File: config.mk
export PLATFORM = sky130hd
export DESIGN_NAME = uart_byte_fifo
export DESIGN_NICKNAME = d
export VERILOG_FILES = /design/src/rtl/uart_byte_fifo.sv
export SDC_FILE = /design/constraint.sdc
export NUM_CORES = 1
export LEC_CHECK = 0
export CAP_MARGIN = 20
export CORE_MARGIN = 1.5
export CORE_UTILIZATION = 55
export CTS_BUF_LIST = sky130_fd_sc_hd__clkbuf_2
export DETAILED_ROUTE_END_ITERATION = 16
export PLACE_DENSITY = 0.78
export SYNTH_ARGS = -nofsm -noshare
export SYNTH_HDL_FRONTEND = slang
export SYNTH_SLANG_ARGS = --single-unit
File: constraint.sdc
create_clock -name sys_clk -period 6.3 [get_ports sys_clk]
set_input_delay 0.63 -clock sys_clk [delete_from_list [all_inputs] [get_ports sys_clk]]
set_output_delay 0.63 -clock sys_clk [all_outputs]
set_load 0.1 [all_outputs]
File: src/rtl/uart_byte_fifo.sv
// uart_byte_fifo: circular byte FIFO between the UART receiver and transmitter.
// Received bytes are absorbed on the receiver's done pulse. A read-side FSM
// hands them one at a time to the transmitter, using its busy flag as handshake.
// Optional feature: define UART_FIFO_OVF_CNT_EN to add ovf_cnt, an 8-bit
// saturating count of dropped bytes that is cleared only by reset.
module uart_byte_fifo #(
   parameter int DATA_W     = 8,
   parameter int DEPTH_LOG2 = 4
) (
   input  logic                sys_clk,
   input  logic                sys_rst_n,
   input  logic                rx_done,
   input  logic [DATA_W-1:0]   rx_data,
   input  logic                tx_busy,
   output logic                tx_en,
   output logic [DATA_W-1:0]   tx_data,
   output logic [DEPTH_LOG2:0] fifo_cnt,
   output logic                full,
   output logic                empty,
   output logic                overflow
`ifdef UART_FIFO_OVF_CNT_EN
   ,
   output logic [7:0]          ovf_cnt
`endif
);

   localparam int DEPTH = 1 << DEPTH_LOG2;
   localparam logic [DEPTH_LOG2:0] DEPTH_CNT = (DEPTH_LOG2 + 1)'(DEPTH);

   typedef enum logic [2:0] {
      S_IDLE,
      S_LOAD,
      S_FIRE,
      S_WAIT_BUSY,
      S_WAIT_DONE
   } state_e;

   state_e                state_q, state_d;
   logic [1:0]            timer_q, timer_d;
   logic [DEPTH_LOG2-1:0] wr_ptr_q, wr_ptr_d;
   logic [DEPTH_LOG2-1:0] rd_ptr_q, rd_ptr_d;
   logic [DEPTH_LOG2:0]   cnt_q, cnt_d;
   logic [DATA_W-1:0]     tx_data_q, tx_data_d;
   logic                  overflow_q, overflow_d;
   logic [DATA_W-1:0]     mem_q [DEPTH];

   logic pop;
   logic wr_en;
   logic drop;

   // Status comes from the registered count, so it never depends on this cycle's inputs.
   assign full  = (cnt_q == DEPTH_CNT);
   assign empty = (cnt_q == '0);

   // A pop makes room on the same edge, so a write while full is still accepted then.
   assign pop   = (state_q == S_IDLE) && !empty && !tx_busy;
   assign wr_en = rx_done && (!full || pop);
   assign drop  = rx_done && full && !pop;

   assign tx_data  = tx_data_q;
   assign fifo_cnt = cnt_q;
   assign overflow = overflow_q;

   // Next pointers, occupancy, output byte and overflow flag.
   // NOTE: combinational blocks use blocking '=' with every output defaulted
   // first (no latches); clocked blocks use non-blocking '<=' only.
   always_comb begin
      wr_ptr_d   = wr_ptr_q;
      rd_ptr_d   = rd_ptr_q;
      cnt_d      = cnt_q;
      tx_data_d  = tx_data_q;
      overflow_d = drop;
      if (wr_en) begin
         wr_ptr_d = wr_ptr_q + 1'b1;
      end
      if (pop) begin
         rd_ptr_d  = rd_ptr_q + 1'b1;
         tx_data_d = mem_q[rd_ptr_q];
      end
      if (wr_en && !pop) begin
         cnt_d = cnt_q + 1'b1;
      end else if (pop && !wr_en) begin
         cnt_d = cnt_q - 1'b1;
      end
   end

   // Read-side handshake FSM: one byte in flight, with lost-busy recovery.
   always_comb begin
      state_d = state_q;
      timer_d = timer_q;
      tx_en   = 1'b0;
      unique case (state_q)
         S_IDLE: begin
            if (pop) state_d = S_LOAD;
         end
         S_LOAD: begin
            state_d = S_FIRE;
         end
         S_FIRE: begin
            tx_en   = 1'b1;
            timer_d = '0;
            state_d = S_WAIT_BUSY;
         end
         S_WAIT_BUSY: begin
            if (tx_busy) begin
               state_d = S_WAIT_DONE;
            end else if (timer_q == 2'd3) begin
               state_d = S_IDLE;
            end else begin
               timer_d = timer_q + 1'b1;
            end
         end
         S_WAIT_DONE: begin
            if (!tx_busy) state_d = S_IDLE;
         end
         default: begin
            state_d = S_IDLE;
         end
      endcase
   end

   // Control and status registers.
   always_ff @(posedge sys_clk or negedge sys_rst_n) begin
      if (!sys_rst_n) begin
         state_q    <= S_IDLE;
         timer_q    <= '0;
         wr_ptr_q   <= '0;
         rd_ptr_q   <= '0;
         cnt_q      <= '0;
         tx_data_q  <= '0;
         overflow_q <= 1'b0;
      end else begin
         state_q    <= state_d;
         timer_q    <= timer_d;
         wr_ptr_q   <= wr_ptr_d;
         rd_ptr_q   <= rd_ptr_d;
         cnt_q      <= cnt_d;
         tx_data_q  <= tx_data_d;
         overflow_q <= overflow_d;
      end
   end

   // Byte storage.
   // NOTE: the RAM has no reset. Clearing the pointers and count already
   // discards its contents, and a reset here would stop it mapping onto RAM.
   always_ff @(posedge sys_clk) begin
      if (wr_en) mem_q[wr_ptr_q] <= rx_data;
   end

`ifdef UART_FIFO_OVF_CNT_EN
   logic [7:0] ovf_cnt_q, ovf_cnt_d;

   // Saturating count of dropped bytes.
   always_comb begin
      ovf_cnt_d = ovf_cnt_q;
      if (drop && (ovf_cnt_q != 8'hFF)) ovf_cnt_d = ovf_cnt_q + 1'b1;
   end

   // Dropped-byte counter register, cleared only by reset.
   always_ff @(posedge sys_clk or negedge sys_rst_n) begin
      if (!sys_rst_n) ovf_cnt_q <= '0;
      else            ovf_cnt_q <= ovf_cnt_d;
   end

   assign ovf_cnt = ovf_cnt_q;
`endif

endmodule
## Yosys cells after proc, flatten, opt, wreduce, memory -nomap -nowiden

Memories as Yosys holds them, arrays and structs flattened. A register that Yosys moved wholly into a read port is not among the register bits.
Index checks and enable logic that the tools add are counted.

| word-level totals | value |
|---|---|
| memories | 1 |
| output and inout bits | 17 |
| bits in registers | 19 |
| logic and storage cells | 56 |
| RAM bits | 128 |

| cells by class | value |
|---|---|
| add/subtract/negate cells | 5 |
| reduce and logical (&&, ||, !) cells | 20 |
| mux-type cells | 13 |
| equal/unequal tests | 11 |

Memories:

| memory | depth | width | rd ports | clocked after memory_dff | wr ports | line | text |
|---|---|---|---|---|---|---|---|
| mem_q | 16 | 8 | 1 | 1 | 1 | 45 | `logic [DATA_W-1:0] mem_q [DEPTH];` |

Operators by type and width:

| cell | count |
|---|---|
| 3-bit case mux with 5 select lines | 1 |
| 3-bit 2-to-1 mux | 4 |
| 5-bit 2-to-1 mux | 2 |
| 4-bit by 1-bit adder with 4-bit output, second input constant | 2 |
| 2-bit inequality test, second input constant | 4 |
| 1-bit logical AND | 7 |
| 3-bit by 2-bit equality test with 1-bit output, second input constant | 2 |
| 1-bit zero test | 6 |
| 3-bit AND reduction | 2 |
| 5-bit by 1-bit adder with 5-bit output, second input constant | 1 |
| 5-bit equality test, second input constant | 1 |
| 5-bit zero test | 1 |
| 5-bit by 1-bit subtractor with 5-bit output, second input constant | 1 |
| 2-bit 2-to-1 mux | 2 |
| 2-bit case mux with 2 select lines | 1 |
| 2-bit nonzero test | 2 |
| 3-bit by 1-bit equality test with 1-bit output, second input constant | 1 |
| 3-bit equality test, second input constant | 1 |
| 3-bit zero test | 1 |
| 1-bit 2-to-1 mux | 3 |
| 3-bit inequality test, second input constant | 1 |
| 2-bit by 1-bit adder with 2-bit output, second input constant | 1 |
| 2-bit equality test, second input constant | 1 |
| 1-bit logical OR | 1 |

## Longest topological paths before layout

Gate-level depths: netlist of run 1.

| depth | value |
|---|---|
| word-level depth | 10 |
| gate-level depth with buffers | 12 |
| mapped depth without buffers | 11 |

## Least setup slack after synthesis of run 1

Ideal clock, no wire load.

| timing | value |
|---|---|
| path type | register -> register |
| from | register cnt_q[0] (netlist: fifo_cnt[0]) |
| to | register cnt_q[4] (netlist: fifo_cnt[4]) |
| clock period less this slack | 3.863 ns |
| setup slack | 2.437 ns |
| library setup time | 0.159 ns |
| data arrival time | 3.705 ns |
| buffers on the path | 1 |
| cell stages (with the launch flop) | 13 |
| path through | dfrtp_1 nor4_1 and2b_1 nor2_1 clkinv_1 buf_4 ha_1 inv_1 ha_1 a21o_1 a21oi_1 mux2i_1 xnor2_1 |

| between the ends | value |
|---|---|
| longest elaborated chain between the ends | 9 |
| elaborated cells on any way between the ends | 17 |
| classes of those cells | 2 x add/sub; 1 x eq/ne; 2 x mux; 12 x reduce/logical |

Ends and longest elaborated chain:

| what | line | text |
|---|---|---|
| from (decl) | 42 | `logic [DEPTH_LOG2:0] cnt_q, cnt_d;` |
| from (signal assigned) | 137 | `cnt_q <= cnt_d;` |
| 5-bit zero test * | 53 | `assign empty = (cnt_q == '0);` |
| net empty | 19 | `output logic empty,` |
| 1-bit zero test * | 56 | `assign pop = (state_q == S_IDLE) && !empty && !tx_busy;` |
| 1-bit logical AND * (2 in a row) | 56 |  |
| 1-bit logical OR | 57 | `assign wr_en = rx_done && (!full \|\| pop);` |
| 1-bit logical AND | 57 |  |
| 1-bit zero test | 82 | `end else if (pop && !wr_en) begin` |
| 1-bit logical AND | 82 |  |
| 2-bit nonzero test (no source line) | n/a |  |

Mark *: on every way through the listed nets, which the timed path passes. The rest lies on a longest branch. The select of a mux whose other input is x is not followed.
A chain may end at the register's enable or synchronous reset.

## Worst setup path in the final report of run 1

| timing | value |
|---|---|
| from | register cnt_q[0] (netlist: fifo_cnt[0]) |
| to | output port full |

| between the ends | value |
|---|---|
| longest elaborated chain between the ends | 1 |

Ends and longest elaborated chain:

| what | line | text |
|---|---|---|
| 5-bit equality test | 52 | `assign full = (cnt_q == DEPTH_CNT);` |
| to (decl) | 18 | `output logic full,` |

No other way between the ends.

==> qor.yml, run 1 <==
outcome:
  status: "finished clean"
clock_network:
  post-cts-setup-buffer-count: 0
  cts_tree: "yes"
  cts-root-buf: "clkbuf_2"
  clkLatencyLatePin_ns: 0.71
  cts_inserted_buffers: 17
  clk_path_buf_depth: 2
  clkTransAtPathRegs_ns: 0.25
  cts_hold_buf: 0
  cts_max_level: 4
  post_cts_resized: 0
  numClockSinks: 155
finish:
  diodes: 0
  area_delta_synth_final_pct: 9.85
  nNetsFinal: 417
  drive_gt1_frac: 0.150
sta:
  setup_viol: 0
  rsz0062_at_grt: "false"
  clock_skew_ns: 0.0397
  finalCritPeriodShare: 0.573
  finalCriticalPeriod_ns: 3.61
  relSlewSlack: 0.341
  hold_violations: 0
  setup_slack_ns: 2.69
  fmax_ghz: 0.277
  tns_ns: 0
  worstMarginPinSlew_ns: 0.986
  report.final.slew_viol_count: 0
floorplanning:
  initial_core_util: 0.564
  io_pins: 29
  fp.dieW_um: 111
  die_h_um: 111
  rows: 39
  die_area_um2: 12300
  design.core.area_um2: 11400
placed_design:
  io_buffers: 28
  place_ws_ns: 2.65
  hpwl_um: 7150
  place.gp.congestion: 0.792
grt:
  grt_overflow: 0
  grt_max_degree: 36
  grtUsageTotal: 0.198
  grt_pass1_vias: 3291
  grt_pass1_wl_um: 17900
  antenna_found_initial: 0
yosys:
  synth_area_um2: 6410
  syn_inst: 356
  yosysSeqAreaShare: 0.705
  avgSynthCellArea_um2: 18.0
  synthArstFlopShare: 0.174
  synth.largest_area_cell: "edfxtp_1"
  synth_common_cells: "edfxtp_1, nand2_1, dfrtp_1"
  synth-edff-count: 128
  synth.distinct_cells: 40
  yosysMostFrequentCell: "edfxtp_1"
  synthFlopType: "edfxtp_1"
  synth-seq-cells: 155
  ys_warn_count: 0
  syn_nets: 380
  synth_top_area_share: 0.599
  ys_top_cells_by_area: "edfxtp_1, dfrtp_1, mux4_1"
pwr:
  clkPwrFrac: 0.173
  pwr_density_cell_nw_per_um2: 459
  power_frac_seq: 0.433
  peakVddDrop_v: 0.000520
  p_sw_frac: 0.398
  total_leakage_power_nw: 2.47
  power.internal_mw: 1.95
  combPwrFrac: 0.394
  p_sw_mw: 1.29
setup_path:
  cpPeakStageDelay_ns: 1.15
  start_kind: "flop"
  critPathKind: "flop to output pin"
  crit_slowest_cell: "clkdlybuf4s50_1"
  crit_required_ns: 5.67
  startpoint: "fifo_cnt[0]"
  worstReg2RegStart: "state_q[0]"
  cp-end-kind: "output pin"
  cp_max_fo: 5
  cp.arrival_ns: 2.98
  path_cells: "nor4_1, and2_1, clkdlybuf4s50_1"
  ff2ff_path_depth: 11
detailed_routing:
  via_per_inst: 5.77
  vias: 3170
  drtIter0Drc: 258
  ant_nets: 0
  dr.pass1.iters: 5
  wirelength_um: 11200
  post_drt_wl_per_cell_um: 20.4
  post-route-drc-count: 0
job:
  maxCapViolCount: 0
hold_path:
  hp-class: "input port to async pin"
## power groups by stage
| stage | registers, mW | clock network (mW) | logic (mW) |
|---|---|---|---|
| detailed placement | 1.46 | 0 | 1.22 |
| CTS | 1.44 | 0.573 | 1.23 |
| global route | 1.42 | 0.613 | 1.36 |
| finish | 1.40 | 0.561 | 1.27 |
| global placement | 1.45 | 0 | 1.19 |
| floorplan | 1.65 | 0 | 0.760 |
## worst max-delay path: cells and delay by family (launching register included)
kind | cells | cell delay (ns)
buf+inv | 1 | 1.15
flops | 1 | 0.49
simple gates | 2 | 0.64
## through the flow
stage                util  power (mW)  hold slack, ns  instances  cell area [um2]
floorplan               -        2.41           0.334        356             6410
global placement    0.596        2.65           0.480        516             6770
detailed placement  0.596        2.69           0.474        516             6770
CTS                 0.618        3.24           0.212        548             7020
global route        0.620        3.40           0.190        549             7040
finish              0.620        3.23           0.258        549             7040
## cell type report
cell class                      instances  area, um2
Sequential cell                       155       4520
Fill cell                             817       4330
Multi-Input combinational cell        176       1730
Timing Repair Buffer                   32        323
Tap cell                              143        179
Clock inverter                         14        160
Clock buffer                           18       90.1
Inverter                               11       41.3
## kinds of logic after synthesis
logic type | share of synthesized area
DFF | 0.705
AOI/OAI and AO/OA | 0.0265
xor gates and xnor gates | 0.0137
buffers and inverters | 0.0254
and+or+nand+nor | 0.0546
muxes | 0.150
adders and majority gates | 0.0246
## routing by layer
metal  track usage  vias to the layer above  part of all wire
met5             0                        -                 0
met4        0.0692                        0             0.015
met3        0.0514                       19             0.060
met2         0.326                       89              0.51
met1         0.259                     1609              0.42
li1              -                     1453                 -
## flip-flops by register name, summed over array words and instances (netlist names)
| name | flops |
|---|---|
| mem_q | 128 |
| timer_q | 2 |
| fifo_cnt | 5 |
| wr_ptr_q | 4 |
| overflow | 1 |
| rd_ptr_q | 4 |
| state_q | 3 |
| tx_data | 8 |
## path summary, 6_finish.rpt
kind,to,slack (ns)
min,wr_ptr_q[1],0.26
min reg2reg,tx_data[7],0.51
max reg2reg,fifo_cnt[4],3.14
min in group sys_clk,tx_data[7],0.51
max,full,2.69
max in group asynchronous,rd_ptr_q[2],5.74
## cells in the final DEF (no fill, tap or decap), types with 13 or more instances in the layout
master	netlist	final
and2_1	14	14
clkbuf_2	0	18
clkdlybuf4s50_1	0	28
dfrtp_1	27	26
edfxtp_1	128	128
mux4_1	17	17
mux4_2	15	15
nand2_1	33	33
nor2_1	13	13
Power figures use the tool's default switching activity.
==> inputs of run 2 (changes only) <==
clock period = 3.4 ns   (was 6.3 ns; I/O delays follow)
==> qor.yml, run 2 (synthesized netlist as in run 1, its figures left out) <==
outcome:
  status: "finished clean"
clock_network:
  cts_inserted_buffers: 17
  cts_tree: "yes"
  post-cts-setup-buffer-count: 0
  post_cts_resized: 0
  cts-root-buf: "clkbuf_2"
  cts_max_level: 4
  clkLatencyLatePin_ns: 0.68
  clkTransAtPathRegs_ns: 0.23
  cts_hold_buf: 0
  clk_path_buf_depth: 2
  numClockSinks: 155
job:
  maxCapViolCount: 0
finish:
  mostFrequentLayoutCell: "edfxtp_1"
  nFillCells: 796
  area_delta_synth_final_pct: 11.3
  nNetsFinal: 424
  largest_register_ffs: 128
  max_flop_register: "mem_q"
  layout_common_cells: "edfxtp_1, nand2_1, clkdlybuf4s50_1"
  drive_gt1_frac: 0.179
grt:
  antenna_found_initial: 1
  grt_pass1_wl_um: 18100
  grtUsageTotal: 0.198
  grt_pass1_vias: 3331
  grt_overflow: 0
  grt_max_degree: 29
sta:
  setup_viol: 0
  clock_skew_ns: 0.0422
  hold_violations: 0
  setup_slack_ns: 0.445
  finalCritPeriodShare: 0.869
  finalCriticalPeriod_ns: 2.95
  worstMarginPinSlew_ns: 1.04
  rsz0062_at_grt: "false"
  tns_ns: 0
  fmax_ghz: 0.338
  report.final.slew_viol_count: 0
  relSlewSlack: 0.305
floorplanning:
  die_h_um: 111
  io_pins: 29
  rows: 39
  fp.dieW_um: 111
  die_area_um2: 12300
  design.core.area_um2: 11400
  initial_core_util: 0.564
pwr:
  total_leakage_power_nw: 2.54
  pwr_density_cell_nw_per_um2: 855
  peakVddDrop_v: 0.000771
  total_power_mw: 6.10
placed_design:
  place_ws_ns: 0.459
  place.gp.congestion: 0.850
  hpwl_um: 7320
  io_buffers: 28
detailed_routing:
  post_drt_wl_per_cell_um: 20.0
  dr.pass1.iters: 4
  wirelength_um: 11200
  post-route-drc-count: 0
  vias: 3180
  ant_nets: 0
  via_per_inst: 5.71
  drtIter0Drc: 293
hold_path:
  hp-class: "input port to async pin"
setup_path:
  cpPeakStageDelay_ns: 1.13
  start_kind: "flop"
  cp-end-kind: "output pin"
  crit_required_ns: 3.06
  critPathKind: "flop to output pin"
  path_cells: "nand2b_1, nor2_1, clkdlybuf4s50_1"
  cp.arrival_ns: 2.61
  cp_max_fo: 6
  crit_slowest_cell: "clkdlybuf4s50_1"
[run 2: cell type report]
cell class / instances / area (um2) / area share
well taps: 143 / 179 / 0.0251
flip-flops and latches: 155 / 4530 / 0.635
multi-input cells: 176 / 1730 / 0.243
repair buffers: 39 / 370 / 0.0519
diodes: 1 / 2.50 / 0.000351
inverters: 11 / 41.3 / 0.00579
clock inverters: 14 / 191 / 0.0268
clock buffers: 18 / 90.1 / 0.0126
[run 2: worst paths after layout]
path / start / to / slack, ns / cells after the start
worst max-delay path: state_q[2] / tx_en / 0.45 / 3
worst min-delay path: sys_rst_n / wr_ptr_q[0] / 0.14 / 1
worst max register to register: fifo_cnt[0] / fifo_cnt[4] / 0.64 / 11
worst min register to register: fifo_cnt[4] / fifo_cnt[4] / 0.50 / 1
max in group asynchronous: sys_rst_n / timer_q[1] / 2.54 / 2
min in group sys_clk: rx_done / overflow / 0.26 / 2
[run 2: report_power, final]
part | switching [mW] | total, mW | internal (mW)
registers | 0.283 | 2.64 | 2.36
clock network | 0.628 | 1.12 | 0.491
logic | 1.41 | 2.34 | 0.923
total | 2.32 | 6.10 | 3.77
[run 2: routing by layer]
metal  share of wire  track usage  vias to the layer above
li1                -            -                     1465
met1            0.42        0.255                     1615
met2            0.51        0.333                       92
met3           0.053       0.0547                        8
met4          0.0085       0.0581                        0
met5               0            0                        -
[run 2: critical path, delay by kind of cell, from the launching register on]
family                 cells  cell delay, ns
and+or+nand+nor            2            0.33
buffers and inverters      1            1.13
DFF                        1            0.48
[run 2: per-stage QoR]
| stage | instances | utilization | instance area (um2) | hold WS, ns |
|---|---|---|---|---|
| finish | 557 | 0.627 | 7130 | 0.138 |
| detailed placement | 524 | 0.603 | 6850 | 0.479 |
| global placement | 524 | 0.603 | 6850 | 0.468 |
| global route | 557 | 0.627 | 7130 | 0.124 |
| CTS | 556 | 0.627 | 7130 | 0.104 |
| floorplan | 356 | - | 6420 | 0.0444 |
==> inputs of run 3 (changes only) <==
ABC_CLOCK_PERIOD_IN_PS = 3400   (was not set)
==> results of run 3 <==
Same layout as run 2: the final DEF is identical, and so are final timing and power.
